File: src/rtl/sift_pkg.sv
// Shared types and helpers for the SIFT 3x3 matrix-vector scheduler:
// default widths, FSM states, matrix element indexing and result saturation.
package sift_pkg;

   localparam int DW_DEF = 9;
   localparam int OW_DEF = 19;

   typedef enum logic [1:0] {
      IDLE  = 2'd0,
      ISSUE = 2'd1,
      DRAIN = 2'd2,
      HOLD  = 2'd3
   } sched_state_e;

   // Row-major element index into the captured matrix: m[row][col].
   function automatic logic [3:0] elem_idx(input logic [1:0] row, input logic [1:0] col);
      return 4'(row) * 4'd3 + 4'(col);
   endfunction

   function automatic logic signed [63:0] sat_clamp(input logic signed [63:0] sum, input int ow);
      logic signed [63:0] hi;
      logic signed [63:0] lo;
      hi = (64'sd1 <<< (ow - 1)) - 64'sd1;
      lo = -(64'sd1 <<< (ow - 1));
      if (sum > hi)
         return hi;
      else if (sum < lo)
         return lo;
      return sum;
   endfunction

   function automatic logic sat_flag(input logic signed [63:0] sum, input int ow);
      logic signed [63:0] hi;
      logic signed [63:0] lo;
      hi = (64'sd1 <<< (ow - 1)) - 64'sd1;
      lo = -(64'sd1 <<< (ow - 1));
      return (sum > hi) || (sum < lo);
   endfunction

endpackage

File: src/rtl/sift_matvec_sched_dot3.sv
// Two-stage pipelined signed 3-term dot product: registered products, then
// registered full-precision sum. No handshake; the caller tracks validity.
module sift_dot3_pipe
   import sift_pkg::*;
#(
   parameter int DW = DW_DEF
) (
   input  logic                  iclk,
   input  logic                  irst,
   input  logic signed [DW-1:0]  ia0,
   input  logic signed [DW-1:0]  ib0,
   input  logic signed [DW-1:0]  ia1,
   input  logic signed [DW-1:0]  ib1,
   input  logic signed [DW-1:0]  ia2,
   input  logic signed [DW-1:0]  ib2,
   output logic signed [2*DW+1:0] osum
);

   localparam int PW = 2 * DW;
   localparam int SW = 2 * DW + 2;

   logic signed [PW-1:0] prod0_p1;
   logic signed [PW-1:0] prod1_p1;
   logic signed [PW-1:0] prod2_p1;
   logic signed [SW-1:0] sum_p2;

   // p0 -> p1: operands widened before multiplying so -256 * -256 cannot wrap
   always_ff @(posedge iclk) begin
      if (irst) begin
         prod0_p1 <= '0;
         prod1_p1 <= '0;
         prod2_p1 <= '0;
      end else begin
         prod0_p1 <= PW'(ia0) * PW'(ib0);
         prod1_p1 <= PW'(ia1) * PW'(ib1);
         prod2_p1 <= PW'(ia2) * PW'(ib2);
      end
   end

   // p1 -> p2
   always_ff @(posedge iclk) begin
      if (irst)
         sum_p2 <= '0;
      else
         sum_p2 <= SW'(prod0_p1) + SW'(prod1_p1) + SW'(prod2_p1);
   end

   assign osum = sum_p2;

endmodule

File: src/rtl/sift_matvec_sched.sv
// Sequencer for r = M * v (3x3 signed), time-multiplexing one pipelined
// dot-product unit across the three matrix rows, ready/valid on both sides.
module sift_matvec_sched
   import sift_pkg::*;
#(
   parameter int DW = DW_DEF,
   parameter int OW = OW_DEF
) (
   input  logic              iclk,
   input  logic              irst,
   input  logic              ivalid,
   output logic              oready,
   input  logic [9*DW-1:0]   iData_m,
   input  logic [3*DW-1:0]   iData_v,
   output logic              ovalid,
   input  logic              iready,
   output logic [3*OW-1:0]   odata,
   output logic [2:0]        osat
);

   localparam int SW = 2 * DW + 2;

   sched_state_e state_q, state_d;

   logic signed [DW-1:0] m_q [9];
   logic signed [DW-1:0] v_q [3];
   logic [1:0]           cnt_q;
   logic [1:0]           wcnt_q;
   logic                 vld_p0;
   logic                 vld_p1;
   logic                 vld_p2;
   logic signed [OW-1:0] res_q [3];
   logic [2:0]           sat_q;

   logic                 accept;
   logic signed [DW-1:0] row_a [3];
   logic signed [SW-1:0] dot_sum;
   logic signed [OW-1:0] val_now;
   logic                 sat_now;

   assign oready = (state_q == IDLE) && !irst;
   assign ovalid = (state_q == HOLD);
   assign accept = ivalid && oready;
   assign vld_p0 = (state_q == ISSUE);

   always_comb begin
      for (int j = 0; j < 3; j++)
         row_a[j] = m_q[elem_idx(cnt_q, 2'(j))];
   end

   sift_dot3_pipe #(
      .DW (DW)
   ) u_dot (
      .iclk (iclk),
      .irst (irst),
      .ia0  (row_a[0]),
      .ib0  (v_q[0]),
      .ia1  (row_a[1]),
      .ib1  (v_q[1]),
      .ia2  (row_a[2]),
      .ib2  (v_q[2]),
      .osum (dot_sum)
   );

   always_comb begin
      val_now = OW'(sat_clamp(64'(dot_sum), OW));
      sat_now = sat_flag(64'(dot_sum), OW);
   end

   always_comb begin
      state_d = state_q;
      case (state_q)
         IDLE:    if (accept) state_d = ISSUE;
         ISSUE:   if (cnt_q == 2'd2) state_d = DRAIN;
         DRAIN:   if (vld_p2 && (wcnt_q == 2'd2)) state_d = HOLD;
         HOLD:    if (iready) state_d = IDLE;
         default: state_d = IDLE;
      endcase
   end

   // Operand capture on job acceptance
   always_ff @(posedge iclk) begin
      if (accept) begin
         for (int k = 0; k < 9; k++)
            m_q[k] <= iData_m[k*DW +: DW];
         for (int k = 0; k < 3; k++)
            v_q[k] <= iData_v[k*DW +: DW];
      end
   end

   // Control and result registers; the valid shift register follows the dot pipe
   always_ff @(posedge iclk) begin
      if (irst) begin
         state_q <= IDLE;
         cnt_q   <= '0;
         wcnt_q  <= '0;
         vld_p1  <= 1'b0;
         vld_p2  <= 1'b0;
         sat_q   <= '0;
         for (int k = 0; k < 3; k++)
            res_q[k] <= '0;
      end else begin
         state_q <= state_d;
         vld_p1  <= vld_p0;
         vld_p2  <= vld_p1;
         if (accept) begin
            cnt_q  <= '0;
            wcnt_q <= '0;
         end else begin
            if (vld_p0)
               cnt_q <= (cnt_q == 2'd2) ? 2'd0 : cnt_q + 2'd1;
            if (vld_p2) begin
               res_q[wcnt_q] <= val_now;
               sat_q[wcnt_q] <= sat_now;
               wcnt_q        <= (wcnt_q == 2'd2) ? 2'd0 : wcnt_q + 2'd1;
            end
         end
      end
   end

   assign odata = {res_q[2], res_q[1], res_q[0]};
   assign osat  = sat_q;

endmodule
File: config.mk
export PLATFORM = sky130hd
export DESIGN_NAME = sift_matvec_sched
export DESIGN_NICKNAME = d
export VERILOG_FILES = /design/src/rtl/sift_pkg.sv /design/src/rtl/sift_matvec_sched_dot3.sv /design/src/rtl/sift_matvec_sched.sv
export SDC_FILE = /design/constraint.sdc
export NUM_CORES = 1
export LEC_CHECK = 0
export ABC_AREA = 1
export CORE_MARGIN = 2
export CORE_UTILIZATION = 60
export CTS_CLUSTER_DIAMETER = 150
export DETAILED_ROUTE_END_ITERATION = 8
export PLACE_DENSITY = 0.82
export SYNTH_ARGS = -nofsm -noshare
export SYNTH_HDL_FRONTEND = slang
export SYNTH_SLANG_ARGS = --single-unit
File: constraint.sdc
create_clock -name iclk -period 6.6 [get_ports iclk]
set_clock_uncertainty 0.1 [all_clocks]
set_input_delay 1.32 -clock iclk [delete_from_list [all_inputs] [get_ports iclk]]
set_output_delay 1.32 -clock iclk [all_outputs]
set_load 0.01 [all_outputs]
==> results of run 1 <==
cell type report:
cell class | count | area, sq um
Clock inverter | 17 | 135.1
Clock buffer | 33 | 708.2
Timing Repair Buffer | 182 | 1803
Tap cell | 448 | 560.5
Sequential cell | 250 | 6658
Inverter | 420 | 1577
Fill cell | 2589 | 10200
Multi-Input combinational cell | 1534 | 11640
cells by family after synthesis:
kind of cell    after synthesis  share of synthesized area (%)
xor+xnor                     13                         0.6041
flops                       250                          33.13
buf+inv                     465                          8.937
compound gates              234                          6.234
fa+ha+maj                   372                          31.72
mux                           8                         0.3986
simple gates                907                          18.97
cells in the mapped netlist (all sizes together) (11+ instances only):
cell and count:
inv 417, nor2 287, clkbuf 11, nand3 163
nand2 424, o21ai 102, edfxtp 165, a21oi 105
or2 11, buf 34, ha 143, dfxtp 85
fa 229
metal layers:
layer / wire [um] / track usage (%) / vias up
met4: 2130 / 10.96 / 0
li1: - / - / 7411
met2: 23230 / 48.88 / 633
met1: 20140 / 37.04 / 7469
met3: 3586 / 5.460 / 125
met5: 0 / 0 / -
cells in the final DEF, fill, tap and decap left out, types with 27 or more instances in the layout:
cell	count
a21oi_1	105
clkbuf_16	27
clkdlybuf4s50_1	173
dfxtp_1	84
edfxtp_1	165
fa_1	229
ha_1	143
inv_1	407
nand2_1	419
nand3_1	148
nor2_1	286
o21ai_0	90
worst max-delay path, stage by stage (launching register included):
cell     delay (ns)
dfxtp_1        0.38
inv_1          0.11
ha_1           0.32
inv_2          0.38
buf_4          0.31
a21oi_1        0.06
a22o_1         0.22
o21ai_2        0.30
nand2_1        0.13
fa_1           0.50
fa_1           0.55
inv_1          0.05
fa_1           0.50
fa_1           0.57
fa_1           0.42
ha_1           0.39
nand2_1        0.11
o21ai_0        0.24
nand2_1        0.08
nand3_1        0.12
nand2_1        0.06
nand2_1        0.06
nor2_1         0.06
through the flow:
step | setup slack, ns | instances
after floorplan | 0.6801 | 2249
after global routing | 0.05290 | 2884
final | 0.4499 | 2884
after detailed placement | 0.3946 | 2834
after global placement | 0.4907 | 2834
after CTS | 0.3616 | 2884
state kept, by name, summed over array words and instances, names as in the netlist, 3 cells and up:
name and count:
v_q 27, u_dot.prod0_p1 18, m_q 81, u_dot.osum 20, osat 3, u_dot.prod2_p1 18
u_dot.prod1_p1 18, res_q 57
worst max-delay path by stage:
stage | from | endpoint | slack, ns | cells past startpoint
after CTS | cnt_q[0] | u_dot.prod0_p1[17] | 0.36 | 27
after global routing | cnt_q[1] | u_dot.prod1_p1[17] | 0.05 | 24
after detailed placement | cnt_q[0] | u_dot.prod0_p1[17] | 0.39 | 27
final | cnt_q[1] | u_dot.prod1_p1[14] | 0.45 | 22
after floorplan | cnt_q[0] | u_dot.prod1_p1[17] | 0.68 | 27
after global placement | cnt_q[0] | u_dot.prod0_p1[17] | 0.49 | 27
repair_timing:
item                                    in CTS  in global routing
endpoints found under the setup margin       0                  5
hold buffers                                 0                  0
gates resized for setup                      0                  3
==> run metrics, run 1 <==
status finished, final reports clean; H-tree depth 1; port bufs 173; Mapped Nets roughly 2,700; cells after synthesis ~2,200; ys async rst share 0%; Die Ht 187.0 um; RD Place Congestion 0.9758; All-Layer GR Usage 28.87%; final setup fails 0; Cell Area, Synth about 20,000 sq um; placed inst area roughly 22,000 sq um; Worst-path clk slew 0.07 ns; WHS Endpoint vld_p2; Pre-antenna DRT Iters 6; RSZ-0062 raised after global routing no; final hold slack 0.3058 ns; postcts setup bufs 0; final hold vios 0; Required @ worst endpoint between 6 and 7 ns; dpl hpwl 39,890 um; min-delay worst type reg2reg; vias 15,640; total gr overflow 0; Reg-to-Reg Start cnt_q[1]; Avg Cell Area, Syn 8.933 sq um; area leader, netlist edfxtp_1; synth-to-layout area growth 14.89%; normalized max-slew margin 31.44%; die area about 35,000 sq um; routed wire length per instance around 17 um; cell area after layout 23,080 sq um; Skew-Pair Late Insertion Delay 0.56 ns; CTS tree done; Reg2Reg Capture Point u_dot.prod1_p1[14]; share of the synthesized area in the top cell type about a quarter; initial antenna violation count 0; vias in the first global route 16,130; setup slack, reg-to-reg 0.45 ns; Via density 5.422; layout cell share with drive strength beyond 1 4.064%; synth top area cells edfxtp_1 25%, fa_1 23%, ha_1 8.9%; boundary pin count 174; arrival time worst endpoint 6.50 ns; Syn. warnings 0; Die W 187.0 um; number of cells on the worst reg-to-reg path 22; Initial Util approximately 60%; Slew Limit Fails 0; # Max-Cap Violations 0; hold depth 2; fin util 69.36%; CTS buffer count 27; first-pass GRT wire length ~80,000 um; Max Freq 162.6 MHz; drc violations 0; minimum clock period approximately 6.2 ns; Routed Antenna Nets 0; Row Count 67; Root Buffer clkbuf_16; initial DRC count 1,276; final WL 49,090 um; Worst Setup Start Kind flip-flop; Setup TNS 0 ns; Seq cells post-synth 250; critical path fanouts, max 28; Max Buffers Root-to-Sink 3; crit path capture type flip-flop; EDFF count, synth 165; Inserted Diodes 0; Main synth FF type edfxtp_1; share of the yosys chip area belonging to registers 33.13%; Final #Nets 2,899; largest net degree at the start of global routing 76; Hold Path Origin vld_p1; clock sink total 250; Tightest Pin Transition 1.025 ns; Period Utilization, post-route ~93%; Placeable Area 33,280 sq um; Synth cell types 46; WS Path Type reg2reg
Power of run 1 is not shown: default switching activity piles up to over one toggle a cycle in this logic, so the estimate is an artifact.
==> run 2: changes to the inputs <==
--- a/config.mk
+++ b/config.mk
@@ -7,10 +7,10 @@
 export LEC_CHECK = 0
 export ABC_AREA = 1
 export CORE_MARGIN = 2
-export CORE_UTILIZATION = 60
+export CORE_UTILIZATION = 64
 export CTS_CLUSTER_DIAMETER = 150
 export DETAILED_ROUTE_END_ITERATION = 8
-export PLACE_DENSITY = 0.82
+export PLACE_DENSITY = 0.87
 export SYNTH_ARGS = -nofsm -noshare
 export SYNTH_HDL_FRONTEND = slang
 export SYNTH_SLANG_ARGS = --single-unit
==> constraint.sdc (replaced) <==
create_clock -name iclk -period 7.7 [get_ports iclk]
set_clock_uncertainty 0.1 [all_clocks]
set_input_delay 1.54 -clock iclk [delete_from_list [all_inputs] [get_ports iclk]]
set_output_delay 1.54 -clock iclk [all_outputs]
set_load 0.01 [all_outputs]
==> run 2 against run 1 <==
Effect of this change: global-route usage grew 3.4 points; largest cell class unchanged; worst hold slack gained 0.033 ns; count of clock-buffer cells in the layout unchanged; utilization increased by 5.5 points; final cell count is 1.9% lower; first-iteration DRC count increased by 11%; fmax decreased by 12%.
==> run metrics, run 2 (same netlist as run 1, synthesis figures left out) <==
final hold slack 0.3391 ns (+0.03321 ns); biggest regs m_q: 81 flops, res_q: 57 flops, v_q: 27 flops; routed wire length per instance 17.92 um (+5.3%); All-Layer GR Usage 32.30% (+3.4 points); drc violations 0 (unchanged); first-pass GRT wire length 83,780 um (+4.1%); CTS Hold Bufs 0 (unchanged); largest net degree at the start of global routing 74 (-2.6%); Worst Setup Start Kind flip-flop; Inserted Diodes 0 (unchanged); pre-CTS setup slack 0.8874 ns (+0.4928 ns); Period Utilization, post-route 90.40% (-2.8 points); Placeable Area 30,750 sq um (-7.6%); synth-to-layout area growth 14.61%; WS Path Type reg2reg; critical path fanouts, max 44 (+57%); boundary pin count 174 (unchanged); initial DRC count 1,414 (+11%); Reg2Reg Capture Point u_dot.prod2_p1[15]; RSZ-0062 raised after global routing no; total gr overflow 0 (unchanged); postcts setup bufs 0 (unchanged); worst path bufs/invs 4 (unchanged); # Max-Cap Violations 0 (unchanged); Largest Register m_q; Via density 5.573 (+2.8%); clock sink total 250 (unchanged); Die Ht 181.2 um (-3.1%); Setup TNS 0 ns (unchanged); Filler cells 2,229 (-14%); final setup fails 0 (unchanged); Max Freq 143.7 MHz (-12%); CP max-delay cell dfxtp_2; die area 32,820 sq um (-6.1%); final hold vios 0 (unchanged); Reg-to-Reg Start cnt_q[0]; WHS Endpoint vld_p2; CTS tree done; Slew Limit Fails 0 (unchanged); layout cell share with drive strength beyond 1 3.906% (-0.16 points); H-tree depth 1 (unchanged); crit path capture type flip-flop; Initial Util 65.34% (+5.0 points); Routed Antenna Nets 0 (unchanged); minimum clock period 6.961 ns (+0.8108 ns); CP most frequent cell nand2_1; Required @ worst endpoint 8.02 ns (+1.07 ns); number of cells on the worst reg-to-reg path 25 (+14%); CP max stage delay 0.66 ns (+0.09 ns); post-CTS sizing 0 (unchanged); Root Buffer clkbuf_16; Die W 181.2 um (-3.1%); normalized max-slew margin 34.32% (+2.9 points); Pre-antenna DRT Iters 6 (unchanged); min-delay worst type reg2reg; arrival time worst endpoint 7.28 ns (+0.78 ns); Max Buffers Root-to-Sink 3 (unchanged); RD Place Congestion 0.9554 (-2.1%); initial antenna violation count 0 (unchanged); Hold Path Origin vld_p1; Worst-path clk slew 0.06 ns (about the same); fin util 74.88% (+5.5 points); dpl hpwl 40,480 um (+1.5%); final setup margin 0.7391 ns (+0.2892 ns); status finished, final reports clean; Skew-Pair Late Insertion Delay 0.54 ns (-0.02 ns); vias 15,760 (+0.78%); hold depth 2 (unchanged); port bufs 173 (unchanged); Top Family by Delay on Critical Path adder cells; vias in the first global route 16,360 (+1.4%); commonest non-fill, non-tap cell in the layout nand2_1; setup slack, reg-to-reg 0.74 ns (+0.29 ns); Final #Nets 2,896 (-0.10%); most frequent cells in the layout 420 x nand2_1, 407 x inv_1, 286 x nor2_1, 229 x fa_1, 173 x clkdlybuf4s50_1; Tightest Pin Transition 0.9837 ns (-0.04164 ns); final WL 50,690 um (+3.3%); Row Count 64 (-4.5%); max FFs per register 81 (unchanged); CTS buffer count 26 (-3.7%)
[run 2: changes by cell type in the layout (fill, tap and decap cells not counted)]
cell       delta
clkinv_1      -1
buf_4         -1
o21ai_1       -1
buf_6         -1
clkinv_2      -3
inv_16        -1
nand2_1       +1
o21ai_0       +1
bufinv_16     +2
nand2_2       -1
inv_6         +1
[run 2: final cells by class]
class / count / area (sq um) / share of cell area [%]
Timing Repair Buffer: 180 / 1784 / 7.749
Inverter: 420 / 1577 / 6.847
Multi-Input combinational cell: 1534 / 11640 / 50.55
Clock inverter: 15 / 165.2 / 0.7173
Clock buffer: 33 / 708.2 / 3.076
Sequential cell: 250 / 6658 / 28.91
Tap cell: 396 / 495.5 / 2.152
[run 2: worst min-delay path, delay by kind of cell, from the launching register on]
| kind | cells | cell delay, ns |
|---|---|---|
| buf+inv | 1 | 0.06 |
| flops | 1 | 0.30 |
| simple gates | 1 | 0.04 |
[run 2: worst max path at each step]
stage                    endpoint  slack, ns  cells past startpoint  startpoint
2_1_floorplan  u_dot.prod1_p1[17]       1.78                     27    cnt_q[0]
3_3_place_gp   u_dot.prod2_p1[15]       1.11                     25    cnt_q[0]
3_5_place_dp   u_dot.prod0_p1[15]       0.89                     25    cnt_q[0]
4_1_cts        u_dot.prod2_p1[15]       0.83                     25    cnt_q[0]
5_1_grt        u_dot.prod0_p1[15]       0.21                     25    cnt_q[0]
6_report       u_dot.prod2_p1[15]       0.74                     25    cnt_q[0]
[run 2: routing by layer]
layer	up-vias	wire length (um)	global-route usage, %	share of wire [%]
li1	7412	-	-	-
met1	7534	20510	42.34	40
met2	707	24550	55.05	48
met3	107	3917	5.563	7.7
met4	0	1712	10.37	3.4
met5	-	0	0	0
[run 2: through the flow]
step / instance area [sq um] / cells
6_report: 23030 / 2828
5_1_grt: 23030 / 2828
4_1_cts: 23030 / 2828
3_5_place_dp: 22150 / 2780
3_3_place_gp: 22150 / 2780
2_1_floorplan: 20090 / 2249
Power of run 2 is left out for the same reason.
==> run 3: changes to the inputs <==
--- a/config.mk
+++ b/config.mk
@@ -5,12 +5,12 @@
 export SDC_FILE = /design/constraint.sdc
 export NUM_CORES = 1
 export LEC_CHECK = 0
-export ABC_AREA = 1
 export CORE_MARGIN = 2
-export CORE_UTILIZATION = 64
+export CORE_UTILIZATION = 60
 export CTS_CLUSTER_DIAMETER = 150
 export DETAILED_ROUTE_END_ITERATION = 8
-export PLACE_DENSITY = 0.87
+export GPL_TIMING_DRIVEN = 0
+export PLACE_DENSITY = 0.82
 export SYNTH_ARGS = -nofsm -noshare
 export SYNTH_HDL_FRONTEND = slang
 export SYNTH_SLANG_ARGS = --single-unit
==> constraint.sdc (replaced) <==
create_clock -name iclk -period 7.52 [get_ports iclk]
set_clock_uncertainty 0.1 [all_clocks]
set_input_delay 1.504 -clock iclk [delete_from_list [all_inputs] [get_ports iclk]]
set_output_delay 1.504 -clock iclk [all_outputs]
set_load 0.01 [all_outputs]
==> run 3 against run 2 <==
Effect of this change: global-route usage down 5.5 points; register-to-register slack worse by 0.49 ns; count of clock-buffer cells in the layout increased by 3.
==> run metrics, run 3 <==
total gr overflow 0 (unchanged); Final #Nets 2,459 (-15%); Initial Util 60.88% (-4.5 points); largest net degree at the start of global routing 75 (+1.4%); commonest cells in the netlist 262 x inv_1, 229 x fa_1, 165 x edfxtp_1; CTS tree done; commonest non-fill, non-tap cell in the layout inv_1; minimum clock period 7.274 ns (+0.3132 ns); Setup TNS 0 ns (unchanged); CP most frequent cell inv_1; area leader, netlist edfxtp_1; final hold vios 0 (unchanged); Pre-antenna DRT Iters 5 (-1); synth top area cells edfxtp_1 25%, fa_1 23%, ha_1 9.1%; final setup fails 0 (unchanged); Routed Antenna Nets 0 (unchanged); RD Place Congestion 0.9043 (-5.3%); Mapped Nets 2,251 (-18%); Max Buffers Root-to-Sink 3 (unchanged); cells after synthesis 1,767 (-21%); boundary pin count 174 (unchanged); final WL 43,970 um (-13%); most frequent cells in the layout 261 x inv_1, 227 x fa_1, 173 x clkdlybuf4s50_1, 165 x edfxtp_1, 144 x nor2_1; CP max stage delay 0.64 ns (-0.02 ns); vias 13,700 (-13%); dpl hpwl 34,890 um (-14%); max FFs per register 81 (unchanged); # Max-Cap Violations 0 (unchanged); Syn. warnings 0 (unchanged); normalized max-slew margin 40.18% (+5.9 points); Root Buffer clkbuf_16; CP max-delay cell fa_2; crit path capture type flip-flop; Die W 185.5 um (+2.4%); Die Ht 185.5 um (+2.4%); port bufs 173 (unchanged); Placeable Area 32,450 sq um (+5.5%); H-tree depth 1 (unchanged); min-delay worst type reg2reg; Max Freq 137.5 MHz (-4.3%); Top Family by Delay on Critical Path adder cells; biggest regs m_q: 81 flops, res_q: 57 flops, v_q: 27 flops; Worst-path clk slew 0.06 ns (about the same); Row Count 66 (+3.1%); clock sink total 250 (unchanged); Cell Area, Synth 19,760 sq um (-1.7%); vias in the first global route 14,590 (-11%); WS Path Type reg2reg; Worst Setup Start Kind flip-flop; die area 34,400 sq um (+4.8%); placed cell count 2,383 (-14%); Main synth FF type edfxtp_1; first-pass GRT wire length 72,420 um (-14%); share of the yosys chip area belonging to registers 33.69% (+0.56 points); Via density 5.622 (+0.88%); Period Utilization, post-route 96.73% (+6.3 points); Non-Filler Instances 2,437 (-14%); final setup margin 0.2458 ns (-0.4932 ns); Slew Limit Fails 0 (unchanged); EDFF count, synth 165 (unchanged); count leader, synth inv_1; layout cell share with drive strength beyond 1 8.120% (+4.2 points); Skew-Pair Late Insertion Delay 0.54 ns (about the same); arrival time worst endpoint 7.56 ns (+0.28 ns); Seq cells post-synth 250 (unchanged); CTS buffer count 27 (+3.8%); Required @ worst endpoint 7.80 ns (-0.22 ns); status finished, final reports clean; initial DRC count 870 (-38%); All-Layer GR Usage 26.80% (-5.5 points); worst path bufs/invs 8 (+4); Tightest Pin Transition 0.8973 ns (-0.08643 ns); Largest Register m_q; synth-to-layout area growth 16.93%; Avg Cell Area, Syn 11.18 sq um (+25%); routed wire length per instance 18.04 um (+0.67%); ys async rst share 0% (unchanged); Inserted Diodes 0 (unchanged); share of the synthesized area in the top cell type 25.08% (+0.42 points); drc violations 0 (unchanged); Synth cell types 63 (+37%); critical path fanouts, max 10 (-77%); pre-CTS setup slack -0.2796 ns (-1.167 ns); initial antenna violation count 0 (unchanged)
==> run 3: cell count changes after synthesis, sizes merged, moves of 13 or more <==
cell and change:
xnor2 +27, nand3 -154, nand2b +13, nand2 -285, nor2b +71, nor2 -129
mux4 +45, inv -155, clkbuf +14, a21boi +18, a211oi +25, a21oi -76
and2 +84, o21ai -50
==> run 3: path summary, 6_finish.rpt <==
path | slack (ns) | startpoint | to | cells after the start
worst max-delay path | 0.25 | cnt_q[0] | u_dot.prod2_p1[17] | 26
worst min-delay path | 0.37 | vld_p1 | vld_p2 | 1
worst max register to register | 0.25 | cnt_q[0] | u_dot.prod2_p1[17] | 26
worst min register to register | 0.37 | vld_p1 | vld_p2 | 1
==> run 3: cells by family (layout without fill, tap and decap cells) <==
| logic type | after synthesis | after routing | share of synthesized area, % |
|---|---|---|---|
| DFF | 250 | 250 | 33.69 |
| AOI/OAI and AO/OA | 184 | 184 | 6.377 |
| muxes | 63 | 63 | 6.067 |
| xor gates and xnor gates | 52 | 52 | 2.343 |
| adders and majority gates | 372 | 372 | 32.26 |
| buffers and inverters | 312 | 540 | 6.155 |
| and+or+nand+nor | 534 | 534 | 13.11 |
==> run 3: stage by stage <==
| stage | hold WS (ns) | utilization (%) | area, sq um |
|---|---|---|---|
| detailed placement | 0.3592 | 68.01 | 22070 |
| finish | 0.3729 | 71.19 | 23100 |
| floorplan | 0.3138 | - | 19760 |
| CTS | 0.3725 | 70.83 | 22990 |
| global route | 0.3870 | 71.19 | 23100 |
| global placement | 0.3586 | 67.92 | 22040 |
==> run 3: layout make-up <==
cell class	count	area [sq um]
Clock buffer	36	744.5
Sequential cell	250	6658
Fill cell	2209	9350
Clock inverter	13	133.9
Buffer	50	254.0
Timing Repair Buffer	179	1797
Multi-Input combinational cell	1205	11980
Inverter	262	985.9
Tap cell	442	553.0
==> run 3: timing repair <==
| action | CTS | global route |
|---|---|---|
| pin swaps | 0 | 2 |
| endpoints found under the hold margin | 0 | 0 |
| setup buffers | 0 | 5 |
| resized for setup | 14 | 18 |
| setup endpoints to repair | 8 | 11 |
| hold buffers | 0 | 0 |
==> run 3: routing by layer <==
layer | GRT usage [%] | vias to the layer above | routed length (um)
met1 | 33.72 | 6792 | 17260
met5 | 0 | - | 0
met3 | 3.757 | 97 | 3052
met4 | 7.968 | 0 | 1354
li1 | - | 6236 | -
met2 | 48.21 | 575 | 22310
Power of run 3 is left out for the same reason.
